## src/rtl/config_pkg.sv

```systemverilog
// config_pkg
// Shared floating-point configuration: register width, format-code width,
// the format encodings and the per-format total/exponent/fraction widths.
// No ports; imported by the sign-injection lane and its pipeline wrapper.
package config_pkg;

    localparam int FLEN    = 64;
    localparam int FMTBITS = 2;

    localparam logic [FMTBITS-1:0] S_FMT = 2'b00;
    localparam logic [FMTBITS-1:0] D_FMT = 2'b01;
    localparam logic [FMTBITS-1:0] H_FMT = 2'b10;
    localparam logic [FMTBITS-1:0] Q_FMT = 2'b11;

    localparam int S_LEN = 32;
    localparam int S_NE  = 8;
    localparam int S_NF  = 23;
    localparam int D_LEN = 64;
    localparam int D_NE  = 11;
    localparam int D_NF  = 52;
    localparam int H_LEN = 16;
    localparam int H_NE  = 5;
    localparam int H_NF  = 10;
    localparam int Q_LEN = 128;
    localparam int Q_NE  = 15;
    localparam int Q_NF  = 112;

endpackage

```

## src/rtl/fsgninj_lane.sv

```systemverilog
// fsgninj_lane
// One lane of FP sign injection, split into two purely combinational halves
// so the wrapper can place a register between them.
// Front half (fmt, op, x, y -> x_eff, sgn, err):
//   checks NaN-boxing of both operands, substitutes the canonical NaN for an
//   unboxed x, and computes the injected sign. x_eff holds only the format
//   bits (bits above the format width are zero).
// Back half (asm_fmt, asm_x, asm_sgn -> res):
//   assembles the NaN-boxed result from a front-half x_eff and sign.
module fsgninj_lane #(
    parameter int FLEN    = config_pkg::FLEN,
    parameter int FMTBITS = config_pkg::FMTBITS
) (
    input  logic [FMTBITS-1:0] fmt,
    input  logic [1:0]         op,
    input  logic [FLEN-1:0]    x,
    input  logic [FLEN-1:0]    y,
    output logic [FLEN-1:0]    x_eff,
    output logic               sgn,
    output logic               err,
    input  logic [FMTBITS-1:0] asm_fmt,
    input  logic [FLEN-1:0]    asm_x,
    input  logic               asm_sgn,
    output logic [FLEN-1:0]    res
);
    import config_pkg::*;

    localparam logic [FLEN-1:0] ONES = '1;
    localparam logic [FLEN-1:0] LSB  = {{(FLEN-1){1'b0}}, 1'b1};

    // Quad only fits when the register is wide enough; otherwise the widest
    // format the register holds (double) is used so the decode stays sane.
    function automatic int fmt_len(input logic [FMTBITS-1:0] f);
        case (f)
            S_FMT:   return (S_LEN <= FLEN) ? S_LEN : FLEN;
            D_FMT:   return (D_LEN <= FLEN) ? D_LEN : FLEN;
            H_FMT:   return (H_LEN <= FLEN) ? H_LEN : FLEN;
            default: return (Q_LEN <= FLEN) ? Q_LEN : FLEN;
        endcase
    endfunction

    function automatic int fmt_ne(input logic [FMTBITS-1:0] f);
        case (f)
            S_FMT:   return S_NE;
            D_FMT:   return D_NE;
            H_FMT:   return H_NE;
            default: return (Q_LEN <= FLEN) ? Q_NE : D_NE;
        endcase
    endfunction

    function automatic int fmt_nf(input logic [FMTBITS-1:0] f);
        case (f)
            S_FMT:   return S_NF;
            D_FMT:   return D_NF;
            H_FMT:   return H_NF;
            default: return (Q_LEN <= FLEN) ? Q_NF : D_NF;
        endcase
    endfunction

    logic [FLEN-1:0] upper;
    logic [FLEN-1:0] sign_bit;
    logic [FLEN-1:0] canon_nan;
    logic            x_boxed;
    logic            y_boxed;
    logic            xs;
    logic            ys;

    // upper masks the bits above the format width (all zero for the full
    // width format, since a shift by the full width yields zero). The
    // canonical NaN is NE+1 ones starting at the fraction MSB.
    always_comb begin
        upper     = ONES << fmt_len(fmt);
        sign_bit  = LSB << (fmt_len(fmt) - 1);
        canon_nan = (ONES >> (FLEN - (fmt_ne(fmt) + 1))) << (fmt_nf(fmt) - 1);
        x_boxed   = ((x & upper) == upper);
        y_boxed   = ((y & upper) == upper);
        x_eff     = x_boxed ? (x & ~upper) : canon_nan;
        xs        = |(x_eff & sign_bit);
        ys        = y_boxed & (|(y & sign_bit));
        err       = ~(x_boxed & y_boxed);
        case (op)
            2'b01:   sgn = ~ys;
            2'b10:   sgn = xs ^ ys;
            default: sgn = ys;
        endcase
    end

    logic [FLEN-1:0] asm_upper;
    logic [FLEN-1:0] asm_sign_bit;

    // Fill above the format with ones, drop in the injected sign, keep the
    // remaining format bits of x.
    always_comb begin
        asm_upper    = ONES << fmt_len(asm_fmt);
        asm_sign_bit = LSB << (fmt_len(asm_fmt) - 1);
        res          = asm_upper | (asm_x & ~asm_upper & ~asm_sign_bit)
                     | (asm_sgn ? asm_sign_bit : '0);
    end

endmodule

```

## src/rtl/fsgninj_lanes.sv

```systemverilog
// fsgninj_lanes
// NLANES parallel FP sign-injection lanes behind a shared valid/ready
// pipeline of STAGES (1 or 2) single-entry stages.
// Ports:
//   clk, reset_n           clock, synchronous active-low reset
//   InValid/InReady        input handshake; X, Y (per-lane operands),
//                          Fmt, OpCtrl, InTag travel with it
//   Flush                  drops everything in flight and the concurrent input
//   OutValid/OutReady      output handshake; SgnRes, OutTag, BoxErr travel
//                          with it and hold while stalled
module fsgninj_lanes #(
    parameter int FLEN    = config_pkg::FLEN,
    parameter int FMTBITS = config_pkg::FMTBITS,
    parameter int NLANES  = 1,
    parameter int STAGES  = 2,
    parameter int TAGW    = 4
) (
    input  logic                   clk,
    input  logic                   reset_n,
    input  logic                   InValid,
    output logic                   InReady,
    input  logic [NLANES*FLEN-1:0] X,
    input  logic [NLANES*FLEN-1:0] Y,
    input  logic [FMTBITS-1:0]     Fmt,
    input  logic [1:0]             OpCtrl,
    input  logic [TAGW-1:0]        InTag,
    input  logic                   Flush,
    output logic                   OutValid,
    input  logic                   OutReady,
    output logic [NLANES*FLEN-1:0] SgnRes,
    output logic [TAGW-1:0]        OutTag,
    output logic [NLANES-1:0]      BoxErr
);
    logic [NLANES*FLEN-1:0] front_x;
    logic [NLANES-1:0]      front_sgn;
    logic [NLANES-1:0]      front_err;
    logic [FMTBITS-1:0]     asm_fmt;
    logic [NLANES*FLEN-1:0] asm_x;
    logic [NLANES-1:0]      asm_sgn;
    logic [NLANES*FLEN-1:0] lane_res;

    for (genvar i = 0; i < NLANES; i++) begin : g_lane
        fsgninj_lane #(.FLEN(FLEN), .FMTBITS(FMTBITS)) u_lane (
            .fmt     (Fmt),
            .op      (OpCtrl),
            .x       (X[i*FLEN +: FLEN]),
            .y       (Y[i*FLEN +: FLEN]),
            .x_eff   (front_x[i*FLEN +: FLEN]),
            .sgn     (front_sgn[i]),
            .err     (front_err[i]),
            .asm_fmt (asm_fmt),
            .asm_x   (asm_x[i*FLEN +: FLEN]),
            .asm_sgn (asm_sgn[i]),
            .res     (lane_res[i*FLEN +: FLEN])
        );
    end

    logic out_free;

    // Output stage can take a new entry when empty or being consumed.
    assign out_free = ~OutValid | OutReady;

    if (STAGES == 2) begin : g_two
        logic                   s1_valid;
        logic [NLANES*FLEN-1:0] s1_x;
        logic [NLANES-1:0]      s1_sgn;
        logic [NLANES-1:0]      s1_err;
        logic [FMTBITS-1:0]     s1_fmt;
        logic [TAGW-1:0]        s1_tag;

        assign asm_fmt = s1_fmt;
        assign asm_x   = s1_x;
        assign asm_sgn = s1_sgn;
        assign InReady = ~s1_valid | out_free;

        // Stage 1 holds unbox results and signs; stage 2 the assembled
        // result. Flush only clears valid bits; stale data is harmless.
        always_ff @(posedge clk) begin
            if (!reset_n) begin
                s1_valid <= 1'b0;
                s1_x     <= '0;
                s1_sgn   <= '0;
                s1_err   <= '0;
                s1_fmt   <= '0;
                s1_tag   <= '0;
                OutValid <= 1'b0;
                SgnRes   <= '0;
                OutTag   <= '0;
                BoxErr   <= '0;
            end else begin
                if (Flush) begin
                    s1_valid <= 1'b0;
                    OutValid <= 1'b0;
                end else begin
                    if (out_free) OutValid <= s1_valid;
                    if (InReady)  s1_valid <= InValid;
                end
                if (out_free && s1_valid) begin
                    SgnRes <= lane_res;
                    OutTag <= s1_tag;
                    BoxErr <= s1_err;
                end
                if (InReady && InValid) begin
                    s1_x   <= front_x;
                    s1_sgn <= front_sgn;
                    s1_err <= front_err;
                    s1_fmt <= Fmt;
                    s1_tag <= InTag;
                end
            end
        end
    end else begin : g_one
        assign asm_fmt = Fmt;
        assign asm_x   = front_x;
        assign asm_sgn = front_sgn;
        assign InReady = out_free;

        // Single stage: the fully assembled result is registered directly.
        always_ff @(posedge clk) begin
            if (!reset_n) begin
                OutValid <= 1'b0;
                SgnRes   <= '0;
                OutTag   <= '0;
                BoxErr   <= '0;
            end else begin
                if (Flush) OutValid <= 1'b0;
                else if (out_free) OutValid <= InValid;
                if (out_free && InValid) begin
                    SgnRes <= lane_res;
                    OutTag <= InTag;
                    BoxErr <= front_err;
                end
            end
        end
    end

endmodule

```

## config.mk

```make
export PLATFORM = sky130hd
export DESIGN_NAME = fsgninj_lanes
export DESIGN_NICKNAME = d
export VERILOG_FILES = /design/src/rtl/config_pkg.sv /design/src/rtl/fsgninj_lane.sv /design/src/rtl/fsgninj_lanes.sv
export SDC_FILE = /design/constraint.sdc
export NUM_CORES = 1
export LEC_CHECK = 0
export CAP_MARGIN = 15
export CORE_MARGIN = 2
export CORE_UTILIZATION = 35
export CTS_CLUSTER_DIAMETER = 100
export DETAILED_ROUTE_END_ITERATION = 8
export PLACE_DENSITY = 0.65
export SYNTH_ARGS = -nofsm -noshare
export SYNTH_HDL_FRONTEND = slang
export SYNTH_SLANG_ARGS = --single-unit
```

## constraint.sdc

```tcl
create_clock -name clk -period 3.8 [get_ports clk]
set_input_delay 0.38 -clock clk [delete_from_list [all_inputs] [get_ports clk]]
set_output_delay 0.38 -clock clk [all_outputs]
set_load 0.03 [all_outputs]
```

==> run summary <==
## Logic synthesis
* top_reg_cell synth: sky130_fd_sc_hd__dfxtp_1
* library cells used by synthesis: 38
* cells after synthesis: 656
* Post-Syn Area per Cell: 8.98 µm²
* Mapped Area: 0.00589 mm²
* share of flip-flops with an asynchronous set or reset: 0%
* register bit count reported by yosys: 142
* sequential share of the synthesized area: 48.3%
* number of flops mapped to enable cells by yosys: 0
* total of warnings raised by yosys: 0
* net count of the mapped netlist: 799

## Cells and area
* number of antenna cells inserted: 0
* fraction of final layout cells with drive strength greater than 1: 6.57%
* most frequent standard cell in the layout excluding fill and tap cells: sky130_fd_sc_hd__clkdlybuf4s50_1
* Area Overhead vs Synth: 46.6%
* most used cells in the layout excluding fill and tap cells: 194 x sky130_fd_sc_hd__clkdlybuf4s50_1, 142 x sky130_fd_sc_hd__dfxtp_1, 114 x sky130_fd_sc_hd__nand2_1
* fin nets: 967

## Die
* die outline area: 0.0179 mm²
* site row count: 47
* I/O pin cnt: 212
* Die Height: 134 µm
* initial cell density of the core: 35.6%
* Die Wd: 134 µm
* core region area: 0.0165 mm²

## Routing
* # DRC: 0
* Final Routed Wirelength: 17200 µm
* count of nets left with antenna violations after detail routing: 0
* drt wl/cell: 16.3 µm
* via count: 5474
* average vias per placed instance: 5.18
* violation count after the first detailed-route iteration: 370
* Pre-antenna DRT Iters: 6

## STA
* final clock skew: 8.21 ps
* relative slew slack: 38.0%
* top achievable clock speed: 0.442 GHz
* final worst path period share: 59.5%
* min cycle time layout: 2260 ps
* Max Transition Viols Final: 0
* accumulated negative setup slack: 0 ps
* setup violation total in the final timing report: 0
* setup repair after global routing missed its margin: false
* transition time at the pin with the least slew margin: 929 ps
* final count of hold timing violations: 0

## Placed design
* GPL Wtd Cong: 0.761
* post-DP HPWL: 11800 µm
* number of input and output port buffers inserted: 196

## Clock network
* clock buffer count from CTS: 17
* # H-tree levels: 4
* Root Buffer Master: sky130_fd_sc_hd__clkbuf_16
* maximum count of clock buffers along a single path: 2
* clock-pin slew of the registers on the worst-case setup and hold paths: 60 ps
* post-cts gate resize count: 0
* TritonCTS clock tree: built
* Worst-Skew Late Latency: 420 ps
* number of buffers inserted by hold repair at cts: 0
* TritonCTS Sinks: 142
* # Post-CTS Setup Buffers: 0

## Critical path
* critical path peak fanout: 18
* cell repeated most along the worst path: sky130_fd_sc_hd__nand2b_1
* CP Launch Type: input pin
* slowest stage delay, CP: 550 ps
* endpoint kind of the worst setup timing path: register
* critical path's slowest cell: sky130_fd_sc_hd__nor4_2
* Cell Chain, Critical Path: clkdlybuf4s50_1, nand4_1, nor4_2, o211ai_1, nand2b_1, buf_4, nand2b_1, a31oi_1
* Setup Crit Path Kind: in -> reg
* WP data required: 4090 ps
* number of buffers and inverters on the critical path: 2
* Worst EP arrival: 2560 ps
* Top delay family on crit path: simple AND/OR/NAND/NOR gates

## Power and ir drop
* clock share of power: 47.1%
* cell internal pwr: 3.00 mW
* part of the power in combinational logic: 12.5%
* Leak Pwr: 3.33 nW
* largest vdd supply drop: 0.308 mV
* sw power: 928 µW
* Reg power frac: 40.4%
* Power, Total: 3.93 mW
* total power divided by cell area: 456 mW/mm²
* net switching share of the total power: 23.6%

## GRT
* initial antenna violation count: 0
* largest net degree at the start of global routing: 106
* wire length of the first global-routing pass: 27400 µm
* final global-route overflow total: 0
* GRT Total Usage: 19.4%
* via count of the first global-routing pass: 5457

## Run
* number of max-capacitance violations reported: 0

## Min path
* Hold Path Class: reg -> reg

## Status
* result of the run: finished, final reports clean

## worst paths after layout
check                 start        end  slack (ps)  cells after the start
min reg2reg       asm_x[22]  asm_x[22]         450                      2
min               asm_x[22]  asm_x[22]         450                      2
max reg2reg  g_two.s1_valid  asm_x[60]        1820                      5
max                   X[59]  asm_x[14]        1540                      8
## metal layers
metal	GRT usage [%]	wire length [µm]	up-vias
met3	5.33	1210	19
met1	23.3	7360	2591
met4	6.56	249	0
met2	33.2	8390	193
li1	-	-	2671
met5	0	0	-
## area by class of cell
cell class | instances | area (µm²)
Multi-Input combinational cell | 448 | 2780
Clock inverter | 13 | 210
Tap cell | 220 | 275
Fill cell | 1477 | 7890
Sequential cell | 142 | 2840
Inverter | 8 | 30.0
Timing Repair Buffer | 207 | 2040
Clock buffer | 19 | 453
## power groups by stage
stage,Sequential (mW),Combinational [mW],Clock [mW]
CTS,1.59,0.494,1.89
global placement,1.62,0.484,0
detailed placement,1.62,0.491,0
floorplan,1.68,0.181,0
finish,1.59,0.490,1.85
global route,1.60,0.528,1.95
## flip-flops by register name, indices dropped and copies added, names as in the netlist
name / cells
SgnRes: 64
asm_x: 63
OutTag: 4
g_two.s1_tag: 4
asm_fmt: 2
BoxErr: 1
OutValid: 1
asm_sgn: 1
g_two.s1_err: 1
g_two.s1_valid: 1
## through the flow
stage	hold WS, ps	instances	cell area, µm²	worst slack, ps	util (%)
4_1_cts	452	1057	8630	1570	52.2
2_1_floorplan	430	656	5890	1950	-
3_3_place_gp	439	1025	7970	1150	48.2
3_5_place_dp	443	1025	7970	1160	48.2
6_report	453	1057	8630	1540	52.2
5_1_grt	479	1057	8630	1380	52.2
## logic make-up after synthesis
group                    Yosys count  synth area share, %
AO/OA/AOI/OAI                    158                 21.1
adder cells (fa/ha/maj)            2                0.425
buffers and inverters             66                 4.55
flip-flops                       142                 48.3
multiplexers                       3                0.510
AND/OR/NAND/NOR                  285                 25.2
## cell usage after synthesis, types with 2 or more instances
cell type / count / area share [%]
sky130_fd_sc_hd__dfxtp_1: 142 / 48
sky130_fd_sc_hd__nand2_1: 115 / 7.3
sky130_fd_sc_hd__a21boi_0: 55 / 7.0
sky130_fd_sc_hd__clkbuf_1: 43 / 2.7
sky130_fd_sc_hd__nand3_1: 43 / 3.7
sky130_fd_sc_hd__nand3b_1: 33 / 4.2
sky130_fd_sc_hd__o211a_1: 33 / 5.6
sky130_fd_sc_hd__nand4_1: 24 / 2.5
sky130_fd_sc_hd__a21boi_1: 22 / 2.8
sky130_fd_sc_hd__nor2_1: 16 / 1.0
sky130_fd_sc_hd__nor3_1: 16 / 1.4
sky130_fd_sc_hd__nor3b_1: 15 / 1.9
sky130_fd_sc_hd__o211ai_1: 11 / 1.4
sky130_fd_sc_hd__o21ai_0: 11 / 0.93
sky130_fd_sc_hd__a31oi_1: 9 / 0.96
sky130_fd_sc_hd__inv_1: 8 / 0.51
sky130_fd_sc_hd__buf_2: 7 / 0.59
sky130_fd_sc_hd__nand2b_1: 7 / 0.74
sky130_fd_sc_hd__nor2b_1: 7 / 0.74
sky130_fd_sc_hd__a22oi_1: 6 / 0.76
sky130_fd_sc_hd__buf_1: 6 / 0.38
sky130_fd_sc_hd__nor4_2: 4 / 0.85
sky130_fd_sc_hd__a21oi_1: 3 / 0.25
sky130_fd_sc_hd__and2_1: 3 / 0.32
sky130_fd_sc_hd__mux2i_1: 3 / 0.51
sky130_fd_sc_hd__ha_1: 2 / 0.42
## tightest hold or removal path, delay by kind of cell, from the launching register on
| family | cells | cell delay [ps] |
|---|---|---|
| DFF | 1 | 310 |
| and+or+nand+nor | 1 | 50 |
| AOI/OAI and AO/OA | 1 | 50 |
No activity file was read; power rests on OpenSTA's default activity.
